[src/rtl/led_pwm_pkg.sv]
// Shared constants for the LED PWM peripheral: register map, CTRL bit
// positions, datapath width and reset values.
package led_pwm_pkg;

  localparam int PWM_W = 8;

  localparam logic [7:0] OFF_CTRL     = 8'h00;
  localparam logic [7:0] OFF_DUTY_R   = 8'h04;
  localparam logic [7:0] OFF_DUTY_G   = 8'h08;
  localparam logic [7:0] OFF_DUTY_B   = 8'h0C;
  localparam logic [7:0] OFF_LEDREG   = 8'h10;
  localparam logic [7:0] OFF_PRESCALE = 8'h14;
  localparam logic [7:0] OFF_PWMCNT   = 8'h18;

  localparam int CTRL_EN    = 0;
  localparam int CTRL_BLINK = 1;

  localparam logic [1:0]       CTRL_RST  = 2'b00;
  localparam logic [PWM_W-1:0] DUTY_RST  = 8'h00;
  localparam logic             LED_RST   = 1'b0;
  localparam logic [15:0]      CNT16_RST = 16'h0000;
  localparam logic [PWM_W-1:0] CNT8_RST  = 8'h00;

  // Byte-lane merge used for every masked store.
  function automatic logic [7:0] byte_merge(input logic [7:0] old_v,
                                            input logic [7:0] new_v,
                                            input logic       lane_en);
    logic [7:0] res;
    if (lane_en) begin
      res = new_v;
    end else begin
      res = old_v;
    end
    return res;
  endfunction

endpackage

[src/rtl/led_pwm_periph_pwm_channel.sv]
// One PWM channel: shadow-to-active duty transfer and registered,
// active-low compare output.
module pwm_channel
  import led_pwm_pkg::*;
(
  input  logic             clk,
  input  logic             rst,
  input  logic             en,
  input  logic             wrap,
  input  logic [PWM_W-1:0] shadow_duty,
  input  logic [PWM_W-1:0] pwm_cnt,
  output logic             pin
);

  logic [PWM_W-1:0] active_q, active_d;
  logic             pin_q, pin_d;

  // Active duty tracks the shadow while disabled, otherwise only at period wrap.
  always_comb begin
    active_d = active_q;
    if (!en || wrap) begin
      active_d = shadow_duty;
    end else begin
      active_d = active_q;
    end
    pin_d = ~(en && (pwm_cnt < active_q));
  end

  always_ff @(posedge clk) begin
    if (rst) begin
      active_q <= DUTY_RST;
      pin_q    <= 1'b1;
    end else begin
      active_q <= active_d;
      pin_q    <= pin_d;
    end
  end

  assign pin = pin_q;

endmodule

[src/rtl/led_pwm_periph.sv]
// Memory-mapped RGB PWM + user LED peripheral.
// Optional blink feature enabled by defining LED_PWM_BLINK_EN.
module led_pwm_periph
  import led_pwm_pkg::*;
#(
  parameter logic [31:0] BASE_ADDR    = 32'hFFFF_0000,
  parameter logic [15:0] PRESCALE_RST = 16'd46,
  parameter logic [7:0]  BLINK_DIV    = 8'd45
) (
  input  logic        clk,
  input  logic        rst,
  input  logic [31:0] addr,
  input  logic [31:0] wdata,
  input  logic [3:0]  wmask,
  input  logic        we,
  input  logic        re,
  output logic [31:0] rdata,
  output logic        rvalid,
  output logic        RGB_R,
  output logic        RGB_G,
  output logic        RGB_B,
  output logic        LED
);

`ifdef LED_PWM_BLINK_EN
  localparam logic [1:0] CTRL_WMASK = 2'b11;
`else
  localparam logic [1:0] CTRL_WMASK = 2'b01;
`endif

  logic [1:0]       ctrl_q, ctrl_d;
  logic [PWM_W-1:0] duty_r_q, duty_r_d;
  logic [PWM_W-1:0] duty_g_q, duty_g_d;
  logic [PWM_W-1:0] duty_b_q, duty_b_d;
  logic             ledreg_q, ledreg_d;
  logic [15:0]      prescale_q, prescale_d;
  logic [15:0]      pre_cnt_q, pre_cnt_d;
  logic [PWM_W-1:0] pwm_cnt_q, pwm_cnt_d;
  logic [31:0]      rdata_q, rdata_d;
  logic             rvalid_q, rvalid_d;
  logic             led_out_q, led_out_d;

  logic        hit_s, wr_s, rd_s, en_s, tick_s, wrap_s;
  logic [7:0]  word_off_s;
  logic [31:0] rd_word_s;

  assign hit_s      = (addr[31:8] == BASE_ADDR[31:8]);
  assign word_off_s = {addr[7:2], 2'b00};
  assign wr_s       = we && hit_s;
  assign rd_s       = re && hit_s;
  assign en_s       = ctrl_q[CTRL_EN];

  // Register file store path.
  always_comb begin
    ctrl_d     = ctrl_q;
    duty_r_d   = duty_r_q;
    duty_g_d   = duty_g_q;
    duty_b_d   = duty_b_q;
    ledreg_d   = ledreg_q;
    prescale_d = prescale_q;
    if (wr_s) begin
      case (word_off_s)
        OFF_CTRL: begin
          if (wmask[0]) begin
            ctrl_d = wdata[1:0] & CTRL_WMASK;
          end else begin
            ctrl_d = ctrl_q;
          end
        end
        OFF_DUTY_R: duty_r_d = byte_merge(duty_r_q, wdata[7:0], wmask[0]);
        OFF_DUTY_G: duty_g_d = byte_merge(duty_g_q, wdata[7:0], wmask[0]);
        OFF_DUTY_B: duty_b_d = byte_merge(duty_b_q, wdata[7:0], wmask[0]);
        OFF_LEDREG: begin
          if (wmask[0]) begin
            ledreg_d = wdata[0];
          end else begin
            ledreg_d = ledreg_q;
          end
        end
        OFF_PRESCALE: prescale_d = {byte_merge(prescale_q[15:8], wdata[15:8], wmask[1]),
                                    byte_merge(prescale_q[7:0], wdata[7:0], wmask[0])};
        default: ctrl_d = ctrl_q;
      endcase
    end else begin
      ctrl_d = ctrl_q;
    end
  end

  // Load path samples pre-write state, so a same-cycle store is not visible.
  always_comb begin
    case (word_off_s)
      OFF_CTRL:     rd_word_s = {30'h0, ctrl_q};
      OFF_DUTY_R:   rd_word_s = {24'h0, duty_r_q};
      OFF_DUTY_G:   rd_word_s = {24'h0, duty_g_q};
      OFF_DUTY_B:   rd_word_s = {24'h0, duty_b_q};
      OFF_LEDREG:   rd_word_s = {31'h0, ledreg_q};
      OFF_PRESCALE: rd_word_s = {16'h0, prescale_q};
      OFF_PWMCNT:   rd_word_s = {24'h0, pwm_cnt_q};
      default:      rd_word_s = 32'h0;
    endcase
    rvalid_d = rd_s;
    if (rd_s) begin
      rdata_d = rd_word_s;
    end else begin
      rdata_d = rdata_q;
    end
  end

  // Prescaler and PWM counter; >= lets a lowered PRESCALE tick immediately.
  always_comb begin
    tick_s = en_s && (pre_cnt_q >= prescale_q);
    wrap_s = tick_s && (pwm_cnt_q == 8'hFF);
    if (!en_s) begin
      pre_cnt_d = CNT16_RST;
      pwm_cnt_d = CNT8_RST;
    end else if (tick_s) begin
      pre_cnt_d = CNT16_RST;
      pwm_cnt_d = pwm_cnt_q + 8'd1;
    end else begin
      pre_cnt_d = pre_cnt_q + 16'd1;
      pwm_cnt_d = pwm_cnt_q;
    end
  end

`ifdef LED_PWM_BLINK_EN
  logic [7:0] blink_cnt_q, blink_cnt_d;
  logic       blink_phase_q, blink_phase_d;

  // Blink phase advances once every BLINK_DIV PWM periods.
  always_comb begin
    blink_cnt_d   = blink_cnt_q;
    blink_phase_d = blink_phase_q;
    if (!ctrl_q[CTRL_BLINK]) begin
      blink_cnt_d   = 8'h00;
      blink_phase_d = 1'b0;
    end else if (wrap_s) begin
      if (blink_cnt_q == (BLINK_DIV - 8'd1)) begin
        blink_cnt_d   = 8'h00;
        blink_phase_d = ~blink_phase_q;
      end else begin
        blink_cnt_d = blink_cnt_q + 8'd1;
      end
    end else begin
      blink_cnt_d = blink_cnt_q;
    end
    if (ctrl_d[CTRL_BLINK]) begin
      led_out_d = blink_phase_d;
    end else begin
      led_out_d = ledreg_d;
    end
  end

  always_ff @(posedge clk) begin
    if (rst) begin
      blink_cnt_q   <= 8'h00;
      blink_phase_q <= 1'b0;
    end else begin
      blink_cnt_q   <= blink_cnt_d;
      blink_phase_q <= blink_phase_d;
    end
  end
`else
  logic unused_bits;
  assign unused_bits = ^{BLINK_DIV, 1'b0};
  assign led_out_d   = ledreg_d;
`endif

  logic unused_bus_bits;
  assign unused_bus_bits = ^{wdata[31:16], wmask[3:2], addr[1:0]};

  always_ff @(posedge clk) begin
    if (rst) begin
      ctrl_q     <= CTRL_RST;
      duty_r_q   <= DUTY_RST;
      duty_g_q   <= DUTY_RST;
      duty_b_q   <= DUTY_RST;
      ledreg_q   <= LED_RST;
      prescale_q <= PRESCALE_RST;
      pre_cnt_q  <= CNT16_RST;
      pwm_cnt_q  <= CNT8_RST;
      rdata_q    <= 32'h0;
      rvalid_q   <= 1'b0;
      led_out_q  <= LED_RST;
    end else begin
      ctrl_q     <= ctrl_d;
      duty_r_q   <= duty_r_d;
      duty_g_q   <= duty_g_d;
      duty_b_q   <= duty_b_d;
      ledreg_q   <= ledreg_d;
      prescale_q <= prescale_d;
      pre_cnt_q  <= pre_cnt_d;
      pwm_cnt_q  <= pwm_cnt_d;
      rdata_q    <= rdata_d;
      rvalid_q   <= rvalid_d;
      led_out_q  <= led_out_d;
    end
  end

  pwm_channel u_ch_r (
    .clk(clk), .rst(rst), .en(en_s), .wrap(wrap_s),
    .shadow_duty(duty_r_q), .pwm_cnt(pwm_cnt_q), .pin(RGB_R)
  );

  pwm_channel u_ch_g (
    .clk(clk), .rst(rst), .en(en_s), .wrap(wrap_s),
    .shadow_duty(duty_g_q), .pwm_cnt(pwm_cnt_q), .pin(RGB_G)
  );

  pwm_channel u_ch_b (
    .clk(clk), .rst(rst), .en(en_s), .wrap(wrap_s),
    .shadow_duty(duty_b_q), .pwm_cnt(pwm_cnt_q), .pin(RGB_B)
  );

  assign rdata  = rdata_q;
  assign rvalid = rvalid_q;
  assign LED    = led_out_q;

endmodule

[config.mk]
export PLATFORM = sky130hd
export DESIGN_NAME = led_pwm_periph
export DESIGN_NICKNAME = d
export VERILOG_FILES = /design/src/rtl/led_pwm_pkg.sv /design/src/rtl/led_pwm_periph_pwm_channel.sv /design/src/rtl/led_pwm_periph.sv
export SDC_FILE = /design/constraint.sdc
export NUM_CORES = 1
export LEC_CHECK = 0
export CORE_MARGIN = 2
export CORE_UTILIZATION = 47
export DETAILED_ROUTE_END_ITERATION = 10
export PLACE_DENSITY = 0.77
export SYNTH_ARGS = -nofsm -noshare
export SYNTH_HDL_FRONTEND = slang
export SYNTH_HIERARCHICAL = 1
export SYNTH_SLANG_ARGS = --single-unit
[constraint.sdc]
create_clock -name clk -period 2.47 [get_ports clk]
set_input_delay 0.247 -clock clk [delete_from_list [all_inputs] [get_ports clk]]
set_output_delay 0.247 -clock clk [all_outputs]
set_load 0.01 [all_outputs]
==> impl_metrics.env, run 1 <==
export IMPL_drive_gt1_share_pct=12.52
export IMPL_r2r_end="u_ch_g/active_q[1]"
export IMPL_grt_max_degree=25
export IMPL_seq_area_sq_um=2211
export IMPL_die_h_um=112.3
export IMPL_drtAntennaViolNets=0
export IMPL_syn_avg_cell_area_sq_um=9.369
export IMPL_core_sq_um=11420
export IMPL_ys_ff_latch=110
export IMPL_fp_dieW_um=112.3
export IMPL_grt_pass1_vias=4665
export IMPL_synthArstFlopShare_pct=0
export IMPL_path_class="reg2reg"
export IMPL_initial_utilization_pct=48.25
export IMPL_sw_frac_of_total_pct=21.53
export IMPL_hp_start="rst"
export IMPL_cp_data_arrival_time_ns=2.65
export IMPL_crit_fanout=5
export IMPL_grt_first_pass_wirelength_mm=22.73
export IMPL_worst_pin_slew_ns=0.5186
export IMPL_layout_commonest_cell="dfxtp_1"
export IMPL_grt_setup_unrepaired="yes"
export IMPL_totalWireLength_mm=13.85
export IMPL_holdPathEnd="duty_b_q[0]"
export IMPL_r2r_start="prescale_q[5]"
export IMPL_worstPathRequired_ns=2.69
export IMPL_placedCellCount=813
export IMPL_r2r_slack_ns=0.03
export IMPL_outcome="completed"
export IMPL_clk_insertion_delay_late_ns=0.35
export IMPL_synth_edf_count=0
export IMPL_synth_main_ff_cell="dfxtp_1"
export IMPL_leakagePower_nw=3.137
export IMPL_cts_inserted_buffers=9
export IMPL_cp_slowest_cell="a2111oi_4"
export IMPL_vias_per_cell=5.602
export IMPL_cts_root_buf="clkbuf_16"
export IMPL_timing_fmax_mhz=410.6
export IMPL_nets=793
export IMPL_finalHoldViolCount=0
export IMPL_n_fill_cell=958
export IMPL_drtPass1Iterations=7
export IMPL_wl_per_cell_um=16.69
export IMPL_skew_ns=0.008603
export IMPL_ir_drop_uv=570.3
export IMPL_rows=39
export IMPL_dp_slack_ns=-0.02006
export IMPL_clk_pin_slew_ns=0.07
export IMPL_drc_errors=0
export IMPL_p_sw_w=0.0007589
export IMPL_via_count=4650
export IMPL_htreeDepth=3
export IMPL_place_area_sq_um=6510
export IMPL_place_hpwl_mm=10.28
export IMPL_port_buffers=72
export IMPL_end_kind="flip-flop"
export IMPL_cts_hold_buf=0
export IMPL_finalSetupTns_ns=0
export IMPL_cp_cell_sequence="inv_2 > ha_4 > or3_4 > a21oi_4 > nor3_4 > a2111oi_4 > nor3_2 > nand2b_4 > buf_6 > mux2i_1 > nor2_1"
export IMPL_gp_congestion=0.8550
export IMPL_cp_slowest_stage_delay_ns=0.46
export IMPL_comb_power_share_pct=4.6
export IMPL_p_seq_share_pct=50.3
export IMPL_synth_yosys_seq_area_share_pct=39.97
export IMPL_dieArea_sq_um=12600
export IMPL_period_needed_ns=2.436
export IMPL_r2r_cells=11
export IMPL_holdPathStages=2
export IMPL_final_setup_worst_slack_ns=0.03440
export IMPL_grt_ovfl_total=0
export IMPL_grt_usage_pct=22.33
export IMPL_final_cells=830
export IMPL_cp_top_family="simple AND/OR/NAND/NOR gates"
export IMPL_slew_violations=0
export IMPL_p_int_w=0.002765
export IMPL_io_pins=109
export IMPL_drt_iter0_markers=337
export IMPL_hold_class="in2reg"
export IMPL_yosys_warnings=6
export IMPL_whs_ns=0.3605
export IMPL_fin_crit_sh_pct=98.61
export IMPL_power_clock_fraction_pct=45.1
export IMPL_powerDensity_nw_per_um2=505.6
export IMPL_antenna_found_initial=0
export IMPL_area_delta_synth_final_pct=26.53
export IMPL_cts_buffer_depth=2
export IMPL_worst_setup_path_start_kind="flip-flop"
export IMPL_synthCells=588
export IMPL_slew_headroom_pct=65.43
export IMPL_n_antenna_cell=0
export IMPL_setup_viol=0
export IMPL_cts_sinks=110
export IMPL_multi_input_area_sq_um=3039
export IMPL_syn_area_sq_um=5509
export IMPL_crit_buf_inv=2
export IMPL_design_area_sq_um=6970
export IMPL_layout_common_cells="dfxtp_1, nor2_1, clkdlybuf4s50_1, mux2i_1, inv_1"
export IMPL_cts_tree="built"
export IMPL_yosysUniqueCellTypes=55
export IMPL_maxCapViolCount=0
==> how the worst max path moves through the flow <==
stage,slack [ns],from,to,cells past startpoint
5_1_grt,-0.07,prescale_q[5],u_ch_g/active_q[1],11
2_1_floorplan,-0.01,prescale_q[5],u_ch_b/active_q[0],12
3_5_place_dp,-0.02,prescale_q[5],u_ch_g/active_q[1],11
4_1_cts,0.02,prescale_q[1],u_ch_g/active_q[1],10
3_3_place_gp,0.008,addr[9],LED,8
6_report,0.03,prescale_q[5],u_ch_g/active_q[1],11
==> area by class of cell <==
type	count	share of cell area [%]
repair buffers	108	15.06
inverters	43	2.316
flip-flops and latches	110	31.72
well taps	143	2.567
multi-input cells	410	43.60
clock inverters	7	1.508
clock buffers	9	3.231
==> cells in the mapped netlist (all sizes together) (6+ instances only) <==
library cell / number / area [sq um]
dfxtp: 110 / 2202
mux2i: 63 / 630.6
nand3: 8 / 45.04
inv: 43 / 161.4
a21oi: 12 / 60.06
xnor2: 6 / 52.55
a22o: 8 / 70.07
a222oi: 8 / 80.08
nor2: 102 / 382.9
or3: 7 / 43.79
clkbuf: 9 / 33.78
ha: 39 / 488.0
buf: 31 / 240.2
o21ai: 17 / 85.08
a211o: 7 / 61.31
nand2: 19 / 73.82
xor2: 8 / 70.07
nand4: 14 / 108.9
a22oi: 15 / 112.6
nand2b: 13 / 88.83
==> state kept, by name, summed over array words and instances, names as in the netlist <==
name and cells:
pre_cnt_q 16, prescale_q 16, rdata 16, duty_b_q 8, duty_g_q 8, duty_r_q 8, pwm_cnt_q 8, u_ch_b/active_q 8
u_ch_g/active_q 8, u_ch_r/active_q 8, LED 1, ctrl_q 1, rvalid 1, u_ch_b/pin 1, u_ch_g/pin 1, u_ch_r/pin 1
==> power groups by stage <==
stage	registers, W	logic (W)	clock network [W]
2_1_floorplan	0.00181	0.0000690	0
3_3_place_gp	0.00181	0.000157	0
3_5_place_dp	0.00181	0.000161	0
4_1_cts	0.00177	0.000162	0.00161
5_1_grt	0.00177	0.000174	0.00169
6_report	0.00177	0.000163	0.00159
==> metal layers <==
| layer | wire length, um | global-route usage [%] | vias up | part of all wire, % |
|---|---|---|---|---|
| met4 | 267 | 7.317 | 0 | 1.9 |
| li1 | - | - | 2237 | - |
| met2 | 7288 | 40.68 | 154 | 53 |
| met3 | 691 | 4.212 | 26 | 5.0 |
| met1 | 5602 | 26.39 | 2233 | 40 |
| met5 | 0 | 0 | - | 0 |
==> repair_timing <==
action | 4_1_cts | 5_1_grt
setup endpoints to repair | 6 | 40
pin swaps | 2 | 10
gates resized for setup | 6 | 19
cloned | 0 | 0
buffers inserted | 0 | 1
==> metrics by stage <==
stage | power (W) | util [%]
floorplan | 0.001882 | -
global placement | 0.001970 | 57.01
detailed placement | 0.001974 | 57.01
CTS | 0.003542 | 60.18
global route | 0.003637 | 61.05
finish | 0.003524 | 61.05
==> kinds of logic (layout without fill, tap and decap cells) <==
| family | count (synthesis) | count (layout) | synth area share [%] |
|---|---|---|---|
| simple gates | 190 | 190 | 17.69 |
| flops | 110 | 110 | 39.97 |
| fa+ha+maj | 39 | 39 | 8.858 |
| compound gates | 88 | 88 | 11.83 |
| xor+xnor | 14 | 14 | 2.226 |
| other cells | 1 | 16 | 0.06807 |
| buf+inv | 83 | 167 | 7.904 |
| mux | 63 | 63 | 11.45 |
==> worst reg2reg max path: stages (launching register included) <==
cell	delay [ns]
dfxtp_2	0.33
inv_2	0.04
ha_4	0.22
or3_4	0.37
a21oi_4	0.17
nor3_4	0.07
a2111oi_4	0.46
nor3_2	0.12
nand2b_4	0.17
buf_6	0.14
mux2i_1	0.16
nor2_1	0.05
No activity file was read; power rests on OpenSTA's default activity.
==> run 2, diff against run 1 <==
- CORE_MARGIN: 2 -> default
==> run 2 against run 1 <==
Against the previous run: sequential share of layout area increased by 0.095 points; clock power decreased by 13%; combinational power about the same; via count decreased by 2.2%; sequential cell count unchanged; non-clock buffer count decreased by 4; largest power group unchanged.
==> impl_metrics.env, run 2 (same netlist as run 1, synthesis figures left out) <==
export IMPL_cts_hold_buf=0
export IMPL_final_setup_worst_slack_ns=0.05400
export IMPL_endpoint="u_ch_g/active_q[7]"
export IMPL_area_delta_synth_final_pct=25.94
export IMPL_drt_iter0_markers=239
export IMPL_fin_crit_sh_pct=97.81
export IMPL_slew_headroom_pct=66.11
export IMPL_ir_drop_uv=452.3
export IMPL_die_h_um=110.3
export IMPL_cts_inserted_buffers=9
export IMPL_leakagePower_nw=3.113
export IMPL_worst_pin_slew_ns=0.5084
export IMPL_grt_usage_pct=23.91
export IMPL_r2r_slack_ns=0.05
export IMPL_cts_sinks=110
export IMPL_fin_util_pct=60.76
export IMPL_grt_max_degree=22
export IMPL_powerDensity_nw_per_um2=478.7
export IMPL_maxCapViolCount=0
export IMPL_worstSetupStartpoint="prescale_q[5]"
export IMPL_core_sq_um=11420
export IMPL_cts_root_buf="clkbuf_16"
export IMPL_setup_viol=0
export IMPL_io_pins=109
export IMPL_slew_violations=0
export IMPL_htreeDepth=3
export IMPL_totalWireLength_mm=13.67
export IMPL_layout_common_cells="dfxtp_1, nor2_1, clkdlybuf4s50_1, mux2i_1, inv_1"
export IMPL_end_kind="flip-flop"
export IMPL_layout_commonest_cell="dfxtp_1"
export IMPL_timing_fmax_mhz=413.9
export IMPL_antenna_found_initial=0
export IMPL_grt_pass1_vias=4564
export IMPL_hp_start="rst"
export IMPL_via_count=4550
export IMPL_path_class="reg2reg"
export IMPL_period_needed_ns=2.416
export IMPL_busiest_layer="met2"
export IMPL_grt_setup_unrepaired="yes"
export IMPL_final_cells=826
export IMPL_cts_buffer_depth=2
export IMPL_drc_errors=0
export IMPL_grt_met2_usage_pct=44.41
export IMPL_clk_pin_slew_ns=0.07
export IMPL_r2r_cells=11
export IMPL_r2r_end="u_ch_g/active_q[7]"
export IMPL_placedCellCount=810
export IMPL_wl_per_cell_um=16.55
export IMPL_skew_ns=0.01202
export IMPL_rows=39
export IMPL_gp_congestion=0.8669
export IMPL_dieArea_sq_um=12160
export IMPL_finalHoldViolCount=0
export IMPL_vias_per_cell=5.508
export IMPL_grt_first_pass_wirelength_mm=22.05
export IMPL_drtAntennaViolNets=0
export IMPL_outcome="completed"
export IMPL_n_fill_cell=964
export IMPL_crit_fanout=8
export IMPL_holdPathStages=2
export IMPL_initial_utilization_pct=48.25
export IMPL_met1_usage_pct=26.36
export IMPL_worstPathRequired_ns=2.69
export IMPL_nets=789
export IMPL_grt_ovfl_total=0
export IMPL_worst_setup_path_start_kind="flip-flop"
export IMPL_place_hpwl_mm=10.14
export IMPL_finalSetupTns_ns=0
export IMPL_port_buffers=72
export IMPL_cts_tree="built"
export IMPL_n_antenna_cell=0
export IMPL_dp_slack_ns=-0.04703
export IMPL_clk_insertion_delay_late_ns=0.35
export IMPL_fp_dieW_um=110.3
export IMPL_cp_data_arrival_time_ns=2.63
export IMPL_drive_gt1_share_pct=12.01
export IMPL_r2r_start="prescale_q[5]"
export IMPL_hold_class="in2reg"
export IMPL_drtPass1Iterations=5
export IMPL_use_met3_pct=4.938
==> run 2: cell types whose count changed in the layout (fill, tap and decap cells not counted), sizes merged <==
cell,before,now
clkbuf,9,11
inv,46,45
buf,37,33
clkinvlp,0,1
bufinv,2,0
==> run 2: report_power, final <==
group | switching (W) | internal, W | leakage, nW
combinational | 0.0000753 | 0.0000880 | 2.09
sequential | 0.000000000000381 | 0.00177 | 0.887
clock | 0.000663 | 0.000723 | 0.137
==> run 2: stage by stage <==
| stage | cell area (sq um) | hold WS, ns | total power [W] |
|---|---|---|---|
| global placement | 6525 | 0.4623 | 0.001973 |
| CTS | 6878 | 0.3257 | 0.003351 |
| floorplan | 5589 | 0.3909 | 0.001882 |
| global route | 6938 | 0.3335 | 0.003430 |
| finish | 6938 | 0.3283 | 0.003321 |
| detailed placement | 6525 | 0.4653 | 0.001976 |
==> run 2: critical path: stages, from the launching register on <==
cell and delay (ns):
dfxtp_2 0.33, inv_2 0.04, ha_4 0.22, or3_4 0.37
a21oi_4 0.19, nor3_4 0.07, a2111oi_4 0.33, buf_4 0.19
nor3_4 0.05, nand2b_4 0.22, mux2i_1 0.19, nor2_1 0.07
==> run 2: how the worst min path moves through the flow <==
stage,end
after detailed placement,rdata[7]
after global placement,rdata[1]
final,duty_g_q[0]
after global routing,duty_g_q[0]
after CTS,u_ch_b/active_q[0]
after floorplan,ctrl_q[0]
==> run 2: what timing repair did <==
| item | 4_1_cts | 5_1_grt |
|---|---|---|
| hold endpoints to repair | 0 | 0 |
| pin swaps | 7 | 9 |
| gates resized for setup | 13 | 11 |
| setup buffers | 0 | 1 |
| endpoints found under the setup margin | 34 | 46 |
==> run 2: routing by layer <==
layer,part of all wire (%),vias to the layer above
met4,2.5,0
met3,3.6,35
met5,0,-
met2,52,106
met1,42,2192
li1,-,2217
==> run 2: layout make-up <==
cell class,instances,area (sq um),area share [%]
Inverter,43,161.4,2.326
Tap cell,143,178.9,2.579
Sequential cell,110,2207,31.81
Multi-Input combinational cell,410,3068,44.22
Timing Repair Buffer,104,1037,14.95
Clock inverter,5,42.54,0.6132
Clock buffer,11,242.7,3.499
